$ cat src/rtl/mem_ctrl.sv
// Byte-serial memory controller: arbitrates load/store accesses and instruction line refills
// onto one 8-bit RAM/IO bus, little-endian, one byte per cycle.
module mem_ctrl #(
    parameter int unsigned LINE_BYTES = 16,
    parameter int unsigned TAG_W      = 3,
    parameter logic [1:0]  IO_BASE_HI = 2'b11
) (
    input  logic                    clk_in,
    input  logic                    rst_in,
    input  logic                    rdy_in,
    input  logic [7:0]              mem_din,
    output logic [7:0]              mem_dout,
    output logic [31:0]             mem_a,
    output logic                    mem_wr,
    input  logic                    io_buffer_full,
    input  logic                    flush_in,
    input  logic                    inst_req,
    input  logic [31:0]             inst_addr,
    output logic                    inst_ready,
    output logic [LINE_BYTES*8-1:0] inst_line,
    output logic [31:0]             inst_line_addr,
    input  logic                    data_req,
    input  logic [TAG_W-1:0]        data_tag,
    input  logic                    data_we,
    input  logic [1:0]              data_size,
    input  logic                    data_signed,
    input  logic [31:0]             data_addr,
    input  logic [31:0]             data_in,
    output logic                    data_ready,
    output logic [31:0]             data_out,
    output logic [TAG_W-1:0]        data_tag_out,
    output logic                    busy
);

    localparam int unsigned OFS_W  = $clog2(LINE_BYTES);
    localparam int unsigned CNT_W  = OFS_W + 1;
    localparam int unsigned LINE_W = LINE_BYTES * 8;

    typedef enum logic [1:0] {StIdle, StDread, StDwrite, StIread} state_e;

    state_e             state_q, state_d;
    logic [31:0]        base_q, base_d;
    logic [CNT_W-1:0]   cnt_q, cnt_d;
    logic [CNT_W-1:0]   n_q, n_d;
    logic [31:0]        wdata_q, wdata_d;
    logic [1:0]         size_q, size_d;
    logic               sgn_q, sgn_d;
    logic [TAG_W-1:0]   tag_q, tag_d;
    logic               flushed_q, flushed_d;
    logic [LINE_W-1:0]  line_q, line_d;
    logic [31:0]        line_addr_q, line_addr_d;
    logic [31:0]        dout_q, dout_d;
    logic               dready_q, dready_d;
    logic               iready_q, iready_d;

    logic               accept_data, accept_inst;
    logic               io_hold, wr_fire, wr_last, rd_done;
    logic [CNT_W-1:0]   data_len;
    logic [OFS_W-1:0]   cap_idx;

    function automatic logic [31:0] extend(input logic [31:0] raw, input logic [1:0] size,
                                           input logic sgn);
        logic [31:0] res;
        case (size)
            2'd0:    res = {{24{sgn & raw[7]}}, raw[7:0]};
            2'd1:    res = {{16{sgn & raw[15]}}, raw[15:0]};
            default: res = raw;
        endcase
        return res;
    endfunction

    always_comb begin
        case (data_size)
            2'd0:    data_len = CNT_W'(1);
            2'd1:    data_len = CNT_W'(2);
            default: data_len = CNT_W'(4);
        endcase
    end

    // Data side wins arbitration; a flush in IDLE blocks any acceptance.
    assign accept_data = (state_q == StIdle) && data_req && !flush_in;
    assign accept_inst = (state_q == StIdle) && !data_req && inst_req && !flush_in;

    assign io_hold = (state_q == StDwrite) && (base_q[17:16] == IO_BASE_HI) && io_buffer_full;
    assign wr_fire = (state_q == StDwrite) && !io_hold;
    assign wr_last = wr_fire && (cnt_q == n_q - CNT_W'(1));
    assign rd_done = (cnt_q == n_q);
    assign cap_idx = OFS_W'(cnt_q - CNT_W'(1));

    // State register
    always_ff @(posedge clk_in or posedge rst_in) begin
        if (rst_in) begin
            state_q <= StIdle;
        end else if (rdy_in) begin
            state_q <= state_d;
        end
    end

    // Next-state logic
    always_comb begin
        state_d = state_q;
        unique case (state_q)
            StIdle: begin
                if (accept_data) begin
                    state_d = data_we ? StDwrite : StDread;
                end else if (accept_inst) begin
                    state_d = StIread;
                end
            end
            StDread:  if (rd_done) state_d = StIdle;
            StDwrite: if (wr_last) state_d = StIdle;
            StIread:  if (flush_in || rd_done) state_d = StIdle;
            default:  state_d = StIdle;
        endcase
    end

    // Bus outputs
    always_comb begin
        mem_a    = '0;
        mem_dout = '0;
        mem_wr   = 1'b0;
        if (state_q != StIdle) begin
            mem_a = base_q + 32'(cnt_q);
        end
        if (state_q == StDwrite) begin
            mem_dout = wdata_q[{cnt_q[1:0], 3'b000} +: 8];
            mem_wr   = rdy_in && !io_hold;
        end
    end

    // Datapath next-state: reads capture byte k-1 while byte k is addressed
    always_comb begin
        base_d      = base_q;
        cnt_d       = cnt_q;
        n_d         = n_q;
        wdata_d     = wdata_q;
        size_d      = size_q;
        sgn_d       = sgn_q;
        tag_d       = tag_q;
        flushed_d   = flushed_q;
        line_d      = line_q;
        line_addr_d = line_addr_q;
        dout_d      = dout_q;
        dready_d    = 1'b0;
        iready_d    = 1'b0;
        unique case (state_q)
            StIdle: begin
                if (accept_data) begin
                    base_d    = data_addr;
                    wdata_d   = data_in;
                    size_d    = data_size;
                    sgn_d     = data_signed;
                    tag_d     = data_tag;
                    n_d       = data_len;
                    cnt_d     = '0;
                    flushed_d = 1'b0;
                end else if (accept_inst) begin
                    base_d = inst_addr & ~32'(LINE_BYTES - 1);
                    n_d    = CNT_W'(LINE_BYTES);
                    cnt_d  = '0;
                end
            end
            StDread, StIread: begin
                if (cnt_q != '0) begin
                    line_d[{cap_idx, 3'b000} +: 8] = mem_din;
                end
                if (!rd_done) begin
                    cnt_d = cnt_q + CNT_W'(1);
                end
                if (state_q == StDread) begin
                    // A flushed load still finishes its bus sequence, silently
                    flushed_d = flushed_q | flush_in;
                    if (rd_done) begin
                        dout_d   = extend(line_d[31:0], size_q, sgn_q);
                        dready_d = !(flushed_q || flush_in);
                    end
                end else if (rd_done && !flush_in) begin
                    line_addr_d = base_q;
                    iready_d    = 1'b1;
                end
            end
            StDwrite: begin
                if (wr_fire) begin
                    cnt_d = cnt_q + CNT_W'(1);
                end
                if (wr_last) begin
                    dout_d   = '0;
                    dready_d = 1'b1;
                end
            end
            default: ;
        endcase
    end

    // Ready pulses self-clear even while frozen so each completion is seen once
    always_ff @(posedge clk_in or posedge rst_in) begin
        if (rst_in) begin
            base_q      <= '0;
            cnt_q       <= '0;
            n_q         <= '0;
            wdata_q     <= '0;
            size_q      <= '0;
            sgn_q       <= 1'b0;
            tag_q       <= '0;
            flushed_q   <= 1'b0;
            line_q      <= '0;
            line_addr_q <= '0;
            dout_q      <= '0;
            dready_q    <= 1'b0;
            iready_q    <= 1'b0;
        end else begin
            dready_q <= rdy_in && dready_d;
            iready_q <= rdy_in && iready_d;
            if (rdy_in) begin
                base_q      <= base_d;
                cnt_q       <= cnt_d;
                n_q         <= n_d;
                wdata_q     <= wdata_d;
                size_q      <= size_d;
                sgn_q       <= sgn_d;
                tag_q       <= tag_d;
                flushed_q   <= flushed_d;
                line_q      <= line_d;
                line_addr_q <= line_addr_d;
                dout_q      <= dout_d;
            end
        end
    end

    assign inst_ready     = iready_q;
    assign inst_line      = line_q;
    assign inst_line_addr = line_addr_q;
    assign data_ready     = dready_q;
    assign data_out       = dout_q;
    assign data_tag_out   = tag_q;
    assign busy           = (state_q != StIdle);

endmodule
$ cat config.mk
export PLATFORM = sky130hd
export DESIGN_NAME = mem_ctrl
export DESIGN_NICKNAME = d
export VERILOG_FILES = /design/src/rtl/mem_ctrl.sv
export SDC_FILE = /design/constraint.sdc
export NUM_CORES = 1
export LEC_CHECK = 0
export BUFFER_PORTS_ARGS = -buffer_cell sky130_fd_sc_hd__buf_2
export CAP_MARGIN = 0
export CORE_UTILIZATION = 50
export DETAILED_ROUTE_END_ITERATION = 10
export PLACE_DENSITY = 0.75
export SYNTH_ARGS = -nofsm -noshare
export SYNTH_HDL_FRONTEND = slang
export SYNTH_SLANG_ARGS = --single-unit
$ cat constraint.sdc
create_clock -name clk_in -period 17.1 [get_ports clk_in]
set_input_delay 0 -clock clk_in [delete_from_list [all_inputs] [get_ports clk_in]]
set_output_delay 0 -clock clk_in [all_outputs]
set_load 0.01 [all_outputs]
# [After elaboration in Yosys (flattened, before gate mapping)]
# Index checks and enable logic that the tools add are counted.
[classes] n_addsub=5 n_eq_ne=18 shift=3 mux=38 n_bitwise=4 reduce_logical=37
[ops] op="$mux W128" count=2
[ops] op="$mux W32" count=6
[ops] op="$bwmux W128" count=1
[ops] op="$pmux W32 S2" count=2
[ops] op="$shift A8 B9 Y128 const A" count=1
[ops] op="$shiftx A8 B9 Y128" count=1
[ops] op="$add A32 B5 Y32" count=1
[ops] op="$shiftx A32 B6 Y8" count=1
[ops] op="$mux W5" count=6
[ops] op="$ne A2 B2 Y1 const B" count=9
[ops] op="$pmux W5 S3" count=1
[ops] op="$logic_and A1 B1 Y1" count=13
[ops] op="$mux W2" count=6
[ops] op="$reduce_and A4 Y1" count=3
[ops] op="$eq A5 B5 Y1" count=2
[ops] op="$reduce_and A5 Y1" count=2
[ops] op="$mux W1" count=9
[ops] op="$neg A7 Y9" count=1
[ops] op="$reduce_and A3 Y1" count=3
[ops] op="$mux W8" count=1
[ops] op="$pmux W2 S4" count=1
[ops] op="$reduce_bool A2 Y1" count=4
[ops] op="$eq A2 B1 Y1 const B" count=3
[ops] op="$eq A2 B2 Y1 const B" count=3
[ops] op="15 further kinds" count=23
[word_totals] register_bits=277 in_bits=118 output_inout_bits=239

# [Logic depth before layout (Yosys ltp)]
# Gate-level depths: netlist of the first run.
[logic_depth] word_depth=11 mapped_depth=12 ltp_nobuf=9

# [Worst setup path after synthesis of the first run]
# OpenSTA, ideal clock, no wires.
[synth_timing] kind="flip-flop to flip-flop" from="reg cnt_q[0]" to="reg line_q[64] (netlist: inst_line[64])" setup_ns=0.127 arrival_ns=2.665 path_slack_ns=14.308 stages_incl_launch_ff=11 n_path_buf=2 period_less_slack_ns=2.792 cell_sequence="dfrtp_1 -> buf_2 -> inv_1 -> ha_1 -> and2_1 -> a211oi_2 -> or2_1 -> nor3b_4 -> and3_1 -> buf_4 -> mux2_1"
[synth_between] elab_chain_len=6 elab_cells_between_ends=10 cone_classes="add/sub (2); eq/ne (1); shift (2); mux (3); reduce/logical (2)"
[synth_lines] item="from (decl)" line_no="43" text="logic [CNT_W-1:0] cnt_q, cnt_d;"
[synth_lines] item="from (signal assigned)" line_no="216" text="cnt_q <= cnt_d;"
[synth_lines] item="$sub A4 B1 Y4" line_no="88" text="assign cap_idx = OFS_W'(cnt_q - CNT_W'(1));"
[synth_lines] item="$neg A7 Y9" line_no="165" text="line_d[{cap_idx, 3'b000} +: 8] = mem_din;"
[synth_lines] item="$shiftx A8 B9 Y128 / $shift A8 B9 Y128 (equally long branches)" line_no="165"
[synth_lines] item="$bwmux W128" line_no="165"
[synth_lines] item="$mux W128" line_no="164" text="if (cnt_q != '0) begin"
[synth_lines] item="$mux W128" line_no="146" text="unique case (state_q)"
[synth_lines] item="to (signal assigned)" line_no="223" text="line_q <= line_d;"
[synth_lines] item="to (decl)" line_no="50" text="logic [LINE_W-1:0] line_q, line_d;"
# Several ways; a longest one is shown, not always the timed one. The select of a mux whose other input is x is not followed.
# A chain may end at the register's enable or synchronous reset.

# [Worst setup path in the final report of the first run]
[layout_timing] from="reg cnt_q[0]" to="reg line_q[30] (netlist: inst_line[30])"
[layout_between] elab_chain_len=6 elab_cells_between_ends=8 cone_classes="add/sub (2); shift (2); mux (3); reduce/logical (1)"
[layout_lines] item="$sub A4 B1 Y4" line_no="88"
[layout_lines] item="$neg A7 Y9" line_no="165"
[layout_lines] item="$shiftx A8 B9 Y128 / $shift A8 B9 Y128 (equally long branches)" line_no="165"
[layout_lines] item="$bwmux W128" line_no="165"
[layout_lines] item="$mux W128 *" line_no="164"
[layout_lines] item="$mux W128 *" line_no="146"
# Every way passes the cells marked *; elsewhere a longest branch is shown, timed or not. The select of a mux whose other input is x is not followed.

==> results summary, run 1 <==
The flow ran to the end, and the final reports show no timing, DRC or antenna violations. TritonCTS built the clock tree. The final critical path time including I/O delays and setup came out at 3.53 ns. The die width is 164 um. The critical path contains buffers and inverters numbering 2 combined. The ratio of cells with drive above 1 in the final layout is 41.3%. By startpoint and endpoint, the worst setup path is classified as flip-flop to flip-flop. Ranked by total cell area, the synthesized netlist is headed by sky130_fd_sc_hd__dfrtp_1, sky130_fd_sc_hd__mux2_2, sky130_fd_sc_hd__mux2i_1. Counting distinct cell types in the post-synthesis netlist gives 70. Clock-pin slew was measured on the worst setup and hold paths at 0.06 ns. The worst ir drop on vdd is 0.102 mV. The number of synthesized register bits came out at 276.

The sequential share of the synthesized area is 52.8%. The placer congestion estimate came out at 0.847. The final routed DRC violation total came out at 0. The number of nets in the layout is 1659. The total power draw is 2660 uW. The stage delay of the slowest cell on the critical path is 0.60 ns. The per-cell via count in the routed design came out at 5.50. The synthesis-to-layout area growth came out at 31.3%.

For this run, the leading register cell type out of synthesis is sky130_fd_sc_hd__dfrtp_1. Setup violations remaining at the end of the flow were counted as 0. The synthesized instance count came out at 1067. The full die area is 26800 um2.

The number of buffers created by CTS came out at 29. CTS saw 276 sinks. The average size of a mapped cell is 12.3 um2. The number of buffer cells added on primary ports is 352.

The final period utilization is 20.7%. The final hold violation count came out at 0. The maximum clock frequency came out at 283 MHz. The core utilization of the finished layout came out at 67.7%. STA classifies the critical path startpoint as a flip-flop.

The global-route congestion overflow total is 0. Once the floorplan was initialized, standard cells occupied 51.5% of the core. The endpoint arrival time on the critical path is 3.95 ns. The initial antenna violation count is 2. The total wire length after detailed routing is 37100 um. The average wire per standard cell came out at 19.8 um. The later pin in the worst-skew pair is clocked with a latency of 0.54 ns. The wire length of the first global-routing pass came out at 58300 um. STA classifies the critical path endpoint as a flip-flop. The height of the chip came out at 164 um. The cell at the slowest stage of the critical path is sky130_fd_sc_hd__o2111a_1. The slack of the critical path is 13.57 ns.

The post-synth design cell area came out at 13100 um2. The post-route clock skew is 0.00799 ns. The number of slew-limit violations in the final report is 0. The first-pass detailed-route iteration total came out at 6. The number of global-route vias before repair was 10674. Summed over all instances, the cell type with the most area after synthesis is sky130_fd_sc_hd__dfrtp_1. The detailed-route via count came out at 10321. The worst slew margin relative to its limit came out at 19.3%. The cell sitting at the root of the clock tree is a sky130_fd_sc_hd__clkbuf_16. The required time of the worst setup path is 17.52 ns. The worst-case setup slack after placement is 13.54 ns. The level count of the clock H-tree came out at 1.

The signal on the critical path passes through buf_4 -> inv_1 -> ha_1 -> and2_1 -> a211oi_2 -> o2111a_1 -> and3_1 -> mux2_2. The yosys synthesis warning count is 0. The top fanout value on the critical path is 22. The remaining antenna violation count after routing came out at 0. Grouping stages by cell kind, the critical path spends the most delay in compound AO/OA/AOI/OAI gates. The buffers inserted during post-CTS setup optimization came out at 0.

The maximum clock path buffer count came out at 3. The pin slew with the least headroom to its limit came out at 1.20 ns. The sum of negative setup slack came out at 0 ns.

In this run the static leakage power is 0.00879 uW. The count of boundary I/O pins came out at 357. The detailed placement HPWL came out at 24400 um. The number of cell rows is 58.

The count of placed standard cells including taps came out at 1710. Setup repair after global routing left no endpoint under its margin. The top cell type by area accounts for 52.8% of the synthesized area. Counting flops with an async set or reset pin after synthesis yields a share of 100%.

The largest net degree at the start of global routing came out at 129. The power per standard cell area came out at 155 nW/um2. The count of flip-flops with a built-in enable after synthesis came out at 0. The area of the core is 25400 um2. Max-cap violations in this run came to 0. The net count after synthesis is 1199.

The number of DRC violations after detailed-routing iteration 0 is 699. The min-delay analysis places its worst path in the category input pin to flip-flop. The count of non-filler cells in the finished layout is 1877. The total track usage came out at 27.8%.
==> where the power goes <==
group          switching [uW]  total (uW)  internal [uW]  leakage, uW
Combinational             561        1020            460      0.00465
Clock                     250         620            370     0.000458
Sequential                168        1020            852      0.00368
Total                     979        2660           1680      0.00879
==> cells in the mapped netlist, types with 11 or more instances <==
library cell                 n
sky130_fd_sc_hd__dfrtp_1   276
sky130_fd_sc_hd__mux2_2    182
sky130_fd_sc_hd__nand2_1    90
sky130_fd_sc_hd__mux2i_1    54
sky130_fd_sc_hd__o21ai_0    54
sky130_fd_sc_hd__nor2_1     44
sky130_fd_sc_hd__and2_1     43
sky130_fd_sc_hd__clkbuf_1   26
sky130_fd_sc_hd__xnor2_1    21
sky130_fd_sc_hd__inv_1      19
sky130_fd_sc_hd__nand3_1    18
sky130_fd_sc_hd__a21oi_1    17
sky130_fd_sc_hd__xor2_1     16
sky130_fd_sc_hd__and3_1     13
sky130_fd_sc_hd__ha_1       13
sky130_fd_sc_hd__buf_2      12
sky130_fd_sc_hd__nand4_1    12
sky130_fd_sc_hd__mux2_1     11
==> cell usage in the layout, fill, tap and decap left out, types with 9 or more instances in the layout <==
master / count
sky130_fd_sc_hd__buf_2: 352
sky130_fd_sc_hd__nand3_1: 18
sky130_fd_sc_hd__nand4_1: 12
sky130_fd_sc_hd__mux2i_1: 54
sky130_fd_sc_hd__mux2_2: 182
sky130_fd_sc_hd__inv_1: 18
sky130_fd_sc_hd__a21oi_1: 17
sky130_fd_sc_hd__o21ai_0: 54
sky130_fd_sc_hd__xnor2_1: 21
sky130_fd_sc_hd__buf_4: 10
sky130_fd_sc_hd__and2_1: 43
sky130_fd_sc_hd__nor2_1: 42
sky130_fd_sc_hd__xor2_1: 16
sky130_fd_sc_hd__o21ai_2: 10
sky130_fd_sc_hd__nand2_1: 89
sky130_fd_sc_hd__nor3_1: 9
sky130_fd_sc_hd__mux2_1: 11
sky130_fd_sc_hd__nor4_1: 9
sky130_fd_sc_hd__clkbuf_16: 29
sky130_fd_sc_hd__ha_1: 13
sky130_fd_sc_hd__nor2b_1: 9
sky130_fd_sc_hd__dlygate4sd3_1: 116
sky130_fd_sc_hd__dfrtp_1: 276
sky130_fd_sc_hd__and3_1: 13
==> cells by family (layout without fill, tap and decap cells) <==
family | Yosys count | in the layout | share of synthesized area (%)
fa+ha+maj | 14 | 14 | 1.40
compound gates | 130 | 130 | 6.87
flops | 276 | 276 | 52.8
simple gates | 285 | 285 | 11.6
mux | 255 | 255 | 22.1
buf+inv | 69 | 547 | 2.61
other cells | 0 | 2 | 0
xor+xnor | 38 | 38 | 2.60
==> worst register-to-register path: stages (launching register included) <==
cell and delay, ns:
sky130_fd_sc_hd__dfrtp_1 0.33, sky130_fd_sc_hd__buf_4 0.33, sky130_fd_sc_hd__inv_1 0.21, sky130_fd_sc_hd__ha_1 0.41, sky130_fd_sc_hd__and2_1 0.25, sky130_fd_sc_hd__a211oi_2 0.39, sky130_fd_sc_hd__o2111a_1 0.60, sky130_fd_sc_hd__and3_1 0.52
sky130_fd_sc_hd__mux2_2 0.39
==> area by class of cell <==
type / count / area, um2
Tap cell: 330 / 413
Antenna cell: 2 / 5.00
Inverter: 20 / 82.6
Clock inverter: 5 / 78.8
Multi-Input combinational cell: 722 / 5850
Sequential cell: 276 / 6910
Fill cell: 1897 / 8210
Clock buffer: 44 / 852
Timing Repair Buffer: 478 / 3000
==> metrics by stage <==
| step | area, um2 | hold WS (ns) |
|---|---|---|
| after floorplan | 13100 | 0.133 |
| final | 17200 | 0.226 |
| after CTS | 17200 | 0.203 |
| after detailed placement | 15100 | 0.222 |
| after global routing | 17200 | 0.212 |
| after global placement | 15100 | 0.218 |
==> sequential cells by signal (all words and copies together) (netlist names) <==
name            cells
base_q             32
cnt_q               5
data_out           32
data_ready          1
data_tag_out        3
flushed_q           1
inst_line         128
inst_line_addr     32
inst_ready          1
n_q                 4
sgn_q               1
size_q              2
state_q             2
wdata_q            32
==> path summary, 6_finish.rpt <==
path	startpoint	endpoint	slack, ns	cells past startpoint
max	cnt_q[0]	inst_line[30]	13.57	8
min reg2reg	data_out[20]	data_out[20]	0.47	2
min in group asynchronous	rst_in	inst_line[109]	0.25	3
max in group asynchronous	rst_in	data_out[29]	15.28	4
max reg2reg	cnt_q[0]	inst_line[30]	13.57	8
min	data_addr[0]	base_q[0]	0.23	3
==> timing repair <==
item,CTS,global route
endpoints found under the hold margin,247,0
gates resized for setup,0,0
hold buffers,116,0
==> metal layers <==
layer	track usage, %	vias up	routed length (um)
met1	35.4	5123	15100
met5	0	-	0
met4	10.7	0	1300
met2	47.5	385	18400
met3	4.72	92	2280
li1	-	4721	-
Power figures use the tool's default switching activity.
==> inputs of run 2 (changes only) <==
==> constraint.sdc (replaced) <==
create_clock -name clk_in -period 3.7 [get_ports clk_in]
set_input_delay 0 -clock clk_in [delete_from_list [all_inputs] [get_ports clk_in]]
set_output_delay 0 -clock clk_in [all_outputs]
set_load 0.01 [all_outputs]
==> results summary, run 2 (synthesis results as in run 1) <==
The number of setup violations in the final report came out at 0 (unchanged). The tree is rooted in a sky130_fd_sc_hd__clkbuf_16. The post-route standard cell area excluding fillers is 17300 um2 (+0.60%). The stage delay of the slowest cell on the critical path came out at 0.80 ns (+0.20 ns). The clock latency on the worst-skew pair was 0.55 ns (about the same). The total wire length after detailed routing is 37200 um (+0.11%). The diode insertion count for antenna repair came to 0 (-2). Setup repair after global routing left no endpoint under its margin. The total placed instance area is 15200 um2 (+0.72%). The slack of the critical path came out at 0.274 ns (-13.29 ns). The level count of the clock H-tree is 1 (unchanged). The worst-case setup slack after placement is 0.395 ns (-13.15 ns). The sum of negative setup slack came out at 0 ns (unchanged). Walking the worst path, the cells encountered are ha_1 -> a21o_1 -> a211oi_2 -> nor3_1 -> a31o_2 -> a21oi_1 -> buf_2. The worst ir drop on vdd came out at 0.447 mV (+340%).

The detailed placement HPWL came out at 24900 um (+1.8%). The remaining antenna violation count after routing is 0 (unchanged). The number of flip-flops in the largest register is 128 (unchanged). The final period utilization is 92.6%. The max-cap violation count is 0 (unchanged). The post-cts resize count is 0 (unchanged). The initial antenna violation count was 0 (-2). The clock transition at the registers of the reported paths is 0.06 ns (about the same).

The number of global-route vias before repair is 10722 (+0.45%). The number of buffers created by CTS came out at 30 (+3.4%). The wire length of the first global-routing pass came out at 58000 um (-0.43%). The per-cell via count in the routed design is 5.46 (-0.73%). The final hold violation count is 0 (unchanged). The count of filler cells inserted in the layout is 1855 (-2.2%). STA classifies the critical path endpoint as a primary output. The average wire per standard cell is 19.7 um (-0.47%). The global-route congestion overflow total came out at 0 (unchanged). The library cell used most frequently in the layout, excluding fill and tap cells, is sky130_fd_sc_hd__buf_2. The worst slew margin relative to its limit was 39.0% (+20 points).

The endpoint arrival time on the critical path came out at 3.43 ns (-0.52 ns). The placer congestion estimate came to 0.825 (-2.6%). The number of DRC violations after detailed-routing iteration 0 is 854 (+22%). The number of buffer cells added on primary ports is 352 (unchanged). The critical path class is flip-flop to primary output.

The maximum clock path buffer count was 3 (unchanged). The number of slew-limit violations in the final report is 0 (unchanged). The synthesis-to-layout area growth came out at 32.1%. The path type of the worst min-delay path is input pin to async pin. The area of the core is 25400 um2 (unchanged). The total track usage came out at 27.9% (+0.035 points). The post-route clock skew is 0.0188 ns (+0.0108 ns). The die width came out at 164 um (unchanged).

The count of boundary I/O pins came to 357 (unchanged). The required time of the worst setup path came out at 3.70 ns (-13.82 ns). The buffers inserted during post-CTS setup optimization came out at 0 (unchanged). The starting utilization of the core area is 51.5% (unchanged). The largest net degree at the start of global routing is 97 (-25%).

The run finished with clean final reports. The first-pass detailed-route iteration total is 5 (-1). The full die area is 26800 um2 (unchanged). The clock sink count was 276 (unchanged). The power per standard cell area is 713 nW/um2 (+360%).

On the critical path, the stage with the largest delay is an instance of sky130_fd_sc_hd__dfrtp_1. The height of the chip came out at 164 um (unchanged). The maximum clock frequency came out at 292 MHz. The top fanout value on the critical path came to 18 (-18%). The number of nets in the layout came out at 1670 (+0.66%). The final routed DRC violation total came out at 0 (unchanged). TritonCTS built the clock tree. The ratio of cells with drive above 1 in the final layout is 41.5% (+0.23 points). The pin slew with the least headroom to its limit came out at 0.913 ns (-0.288 ns).

The number of cell rows came out at 58 (unchanged). The total power draw came to 12300 uW (+360%). The category of the worst setup path launch point is a flip-flop. In the layout the commonest cells are sky130_fd_sc_hd__buf_2, sky130_fd_sc_hd__dfrtp_1, sky130_fd_sc_hd__mux2_2, sky130_fd_sc_hd__dlygate4sd3_1, sky130_fd_sc_hd__nand2_1.

The final critical path time including I/O delays and setup came out at 3.43 ns. The detailed-route via count is 10306 (-0.15%). The total of hold buffers inserted after clock tree synthesis is 116 (unchanged).

The static leakage came out at 0.00884 uW (+0.61%). The reg2reg setup slack came out at 0.34 ns (-13.23 ns).
## run 2: path summary, 6_finish.rpt
check | from | end | cells past startpoint
max reg2reg | cnt_q[0] | data_out[28] | 9
min in group clk_in | data_in[2] | wdata_q[2] | 3
min | rst_in | inst_line[46] | 3
max | cnt_q[2] | mem_a[31] | 7
max in group asynchronous | rst_in | base_q[5] | 4
min reg2reg | data_out[4] | data_out[4] | 2
## run 2: cell type report
class                   count  area (um2)  area share [%]
repair buffers            488        3110            18.0
clock buffers              50         917            5.30
inverters                  20        78.8           0.456
flip-flops and latches    276        6910            39.9
well taps                 330         413            2.39
multi-input cells         722        5850            33.9
clock inverters             2        13.8          0.0796
## run 2: power by group
group	internal, uW	switching [uW]	total, uW
registers	3940	792	4730
logic	2150	2590	4750
clock network	1670	1180	2850
total	7760	4560	12300
## run 2: worst max-delay path: cells and delay by family, from the launching register on
family | cells | cell delay, ns
flops | 1 | 0.80
simple gates | 1 | 0.20
buf+inv | 1 | 0.16
compound gates | 4 | 1.33
fa+ha+maj | 1 | 0.40
## run 2: metal layers
layer  track usage [%]  vias to the layer above  share of wire (%)
met5                 0                        -                  0
met4              10.2                        0                3.3
met3              5.28                       84                6.1
met2              47.7                      368                 50
met1              35.1                     5110                 41
li1                  -                     4744                  -
## run 2: through the flow
stage,hold WS [ns],std cells,util [%]
3_3_place_gp,0.218,1720,59.9
5_1_grt,0.212,1888,68.1
4_1_cts,0.188,1888,68.1
3_5_place_dp,0.224,1720,59.9
6_report,0.207,1888,68.1
2_1_floorplan,0.133,1067,-
==> inputs of run 3 (changes only) <==
--- a/config.mk
+++ b/config.mk
@@ -7,9 +7,9 @@
 export LEC_CHECK = 0
 export BUFFER_PORTS_ARGS = -buffer_cell sky130_fd_sc_hd__buf_2
 export CAP_MARGIN = 0
-export CORE_UTILIZATION = 50
+export CORE_UTILIZATION = 35
 export DETAILED_ROUTE_END_ITERATION = 10
-export PLACE_DENSITY = 0.75
+export PLACE_DENSITY = 0.55
 export SYNTH_ARGS = -nofsm -noshare
 export SYNTH_HDL_FRONTEND = slang
 export SYNTH_SLANG_ARGS = --single-unit
==> results summary, run 3 (synthesis results as in run 1) <==
The family with the most delay on the worst path is compound AO/OA/AOI/OAI gates. The wire length of the first global-routing pass is 61300 um (+5.6%). The total wire length after detailed routing is 38800 um (+4.5%). The final routed DRC violation total came out at 0 (unchanged).

The required time of the worst setup path is 3.70 ns (about the same). The worst ir drop on vdd was 0.389 mV (-13%). TritonCTS built the clock tree.

The placer congestion estimate is 0.779 (-5.5%). The number of setup violations in the final report is 0 (unchanged). The signal on the critical path passes through ha_1 -> a21o_1 -> a211oi_2 -> nor3_1 -> a31o_2 -> a21oi_1 -> buf_2. The final hold violation count came out at 0 (unchanged). The stage delay of the slowest cell on the critical path is 0.83 ns (+0.03 ns). In this run the worst hold path is classified as input pin to flip-flop. The area of the core came to 36700 um2 (+44%). The clock latency on the worst-skew pair came to 0.51 ns (-0.04 ns). The number of cell rows is 70 (+21%).

From synthesis to final layout, the design area changed by 35.3%. The worst setup path is of the flip-flop to primary output kind. The diode insertion count for antenna repair was 0 (unchanged). The post-route clock skew came to 0.0127 ns (-0.00613 ns). The top fanout value on the critical path came out at 18 (unchanged). The initial antenna violation count is 0 (unchanged). Setup repair after global routing left no endpoint under its margin. The ratio of cells with drive above 1 in the final layout came out at 42.4% (+0.84 points).

The area of all sequential standard cells is 6910 um2 (unchanged). The endpoint arrival time on the critical path is 3.42 ns (about the same). The number of buffers created by CTS is 34 (+13%). The sum of negative setup slack came out at 0 ns (unchanged). STA classifies the critical path startpoint as a flip-flop. The max-cap violation count came out at 0 (unchanged). The first-pass detailed-route iteration total is 4 (-1). The number of flip-flops in the largest register is 128 (unchanged). The global-route congestion overflow total is 0 (unchanged). The flow ran to the end, and the final reports show no timing, DRC or antenna violations. The level count of the clock H-tree is 2 (+1). The post-cts resize count is 0 (unchanged). The detailed-route via count is 10148 (-1.5%). The worst slew margin relative to its limit came to 42.9% (+3.9 points). The remaining antenna violation count after routing came out at 0 (unchanged). The total placed instance area came to 15400 um2 (+1.1%).

The die width is 195 um (+19%). The starting utilization of the core area is 35.7% (-16 points). The sum of buffers and inverters on the critical path came out at 1 (unchanged). The final worst hold slack came out at 0.0260 ns (-0.181 ns).

The clock transition at the registers of the reported paths is 0.05 ns (about the same). The number of buffer cells added on primary ports is 352 (unchanged). The number of slew-limit violations in the final report came out at 0 (unchanged). The post-route standard cell area excluding fillers is 17700 um2 (+2.4%). The number of nets in the layout is 1673 (+0.18%). The per-cell via count in the routed design was 4.99 (-8.6%).

The pin slew with the least headroom to its limit was 0.855 ns (-0.0584 ns). The detailed placement HPWL came out at 26500 um (+6.6%). The maximum clock frequency was 292 MHz (about the same). The power per standard cell area came out at 732 nW/um2 (+2.7%).

The reg2reg setup slack came out at 0.57 ns (+0.23 ns). The average wire per standard cell came out at 19.1 um (-3.0%). The largest net degree at the start of global routing came out at 106 (+9.3%). The number of global-route vias before repair is 10550 (-1.6%). STA classifies the critical path endpoint as a primary output.

The final period utilization was 92.5% (about the same). The count of boundary I/O pins came out at 357 (unchanged). The full die area is 38200 um2 (+42%). The maximum clock path buffer count is 3 (unchanged).

The static leakage is 0.00897 uW (+1.5%). Leaving out fill and tap cells, the most frequent cell in the layout is sky130_fd_sc_hd__buf_2. The multi-input gate area in the final layout was 5850 um2 (unchanged). The count of filler cells inserted in the layout is 3398 (+83%).

The height of the chip was 195 um (+19%). The total track usage came out at 20.6% (-7.3 points). The final critical path time including I/O delays and setup is 3.42 ns (-0.00268 ns). The top cell types in the final layout, fill and taps aside, are sky130_fd_sc_hd__buf_2, sky130_fd_sc_hd__dfrtp_1, sky130_fd_sc_hd__mux2_2, sky130_fd_sc_hd__dlygate4sd3_1, sky130_fd_sc_hd__nand2_1. The cell at the slowest stage of the critical path is sky130_fd_sc_hd__dfrtp_1. The root buffer cell chosen for the clock tree is sky130_fd_sc_hd__clkbuf_16. The number of DRC violations after detailed-routing iteration 0 came to 376 (-56%). The clock sink count is 276 (unchanged).
==> run 3: cell type report <==
class	instances	area share, %
multi-input cells	722	33.1
well taps	468	3.31
clock buffers	55	6.34
repair buffers	487	17.4
flip-flops and latches	276	39.0
clock inverters	5	0.445
inverters	20	0.445
==> run 3: where the power goes <==
group	leakage [uW]	switching, uW	internal, uW	total (uW)
logic	0.00469	2600	2160	4760
registers	0.00368	766	3940	4700
clock network	0.000596	1280	2210	3500
total	0.00897	4650	8300	13000
==> run 3: per-layer routing <==
layer / wire (um) / track usage (%) / vias to the layer above
li1: - / - / 4757
met1: 17700 / 27.5 / 5063
met2: 18300 / 33.1 / 272
met3: 1960 / 4.37 / 56
met4: 944 / 6.65 / 0
met5: 0 / 0 / -
==> run 3: tightest hold or removal path: stages <==
cell,delay (ns)
sky130_fd_sc_hd__buf_2,0.10
sky130_fd_sc_hd__nor2b_1,0.16
sky130_fd_sc_hd__nand2_1,0.07
sky130_fd_sc_hd__a21oi_1,0.06
sky130_fd_sc_hd__nor2_1,0.09
==> run 3: path summary, 6_finish.rpt <==
| check | startpoint | to | cells after the start |
|---|---|---|---|
| max reg2reg | cnt_q[0] | data_out[27] | 9 |
| min | data_req | flushed_q | 5 |
| min in group asynchronous | rst_in | wdata_q[13] | 3 |
| min reg2reg | data_out[24] | data_out[24] | 2 |
| max | cnt_q[2] | mem_a[31] | 7 |
| max in group asynchronous | rst_in | inst_line[60] | 4 |
==> run 3: what timing repair did <==
action                                 4_1_cts  5_1_grt
buffers inserted                             0        0
endpoints found under the hold margin      145        0
hold buffers                               114        0
==> run 3: metrics by stage <==
| stage | cells | utilization [%] | setup slack (ns) | total power [uW] |
|---|---|---|---|---|
| 2_1_floorplan | 1067 | - | 0.0486 | 7600 |
| 3_3_place_gp | 1859 | 41.9 | 0.686 | 9340 |
| 3_5_place_dp | 1859 | 41.9 | 0.625 | 9430 |
| 4_1_cts | 2033 | 48.3 | 0.211 | 13100 |
| 5_1_grt | 2033 | 48.3 | 0.0656 | 13800 |
| 6_report | 2033 | 48.3 | 0.277 | 13000 |
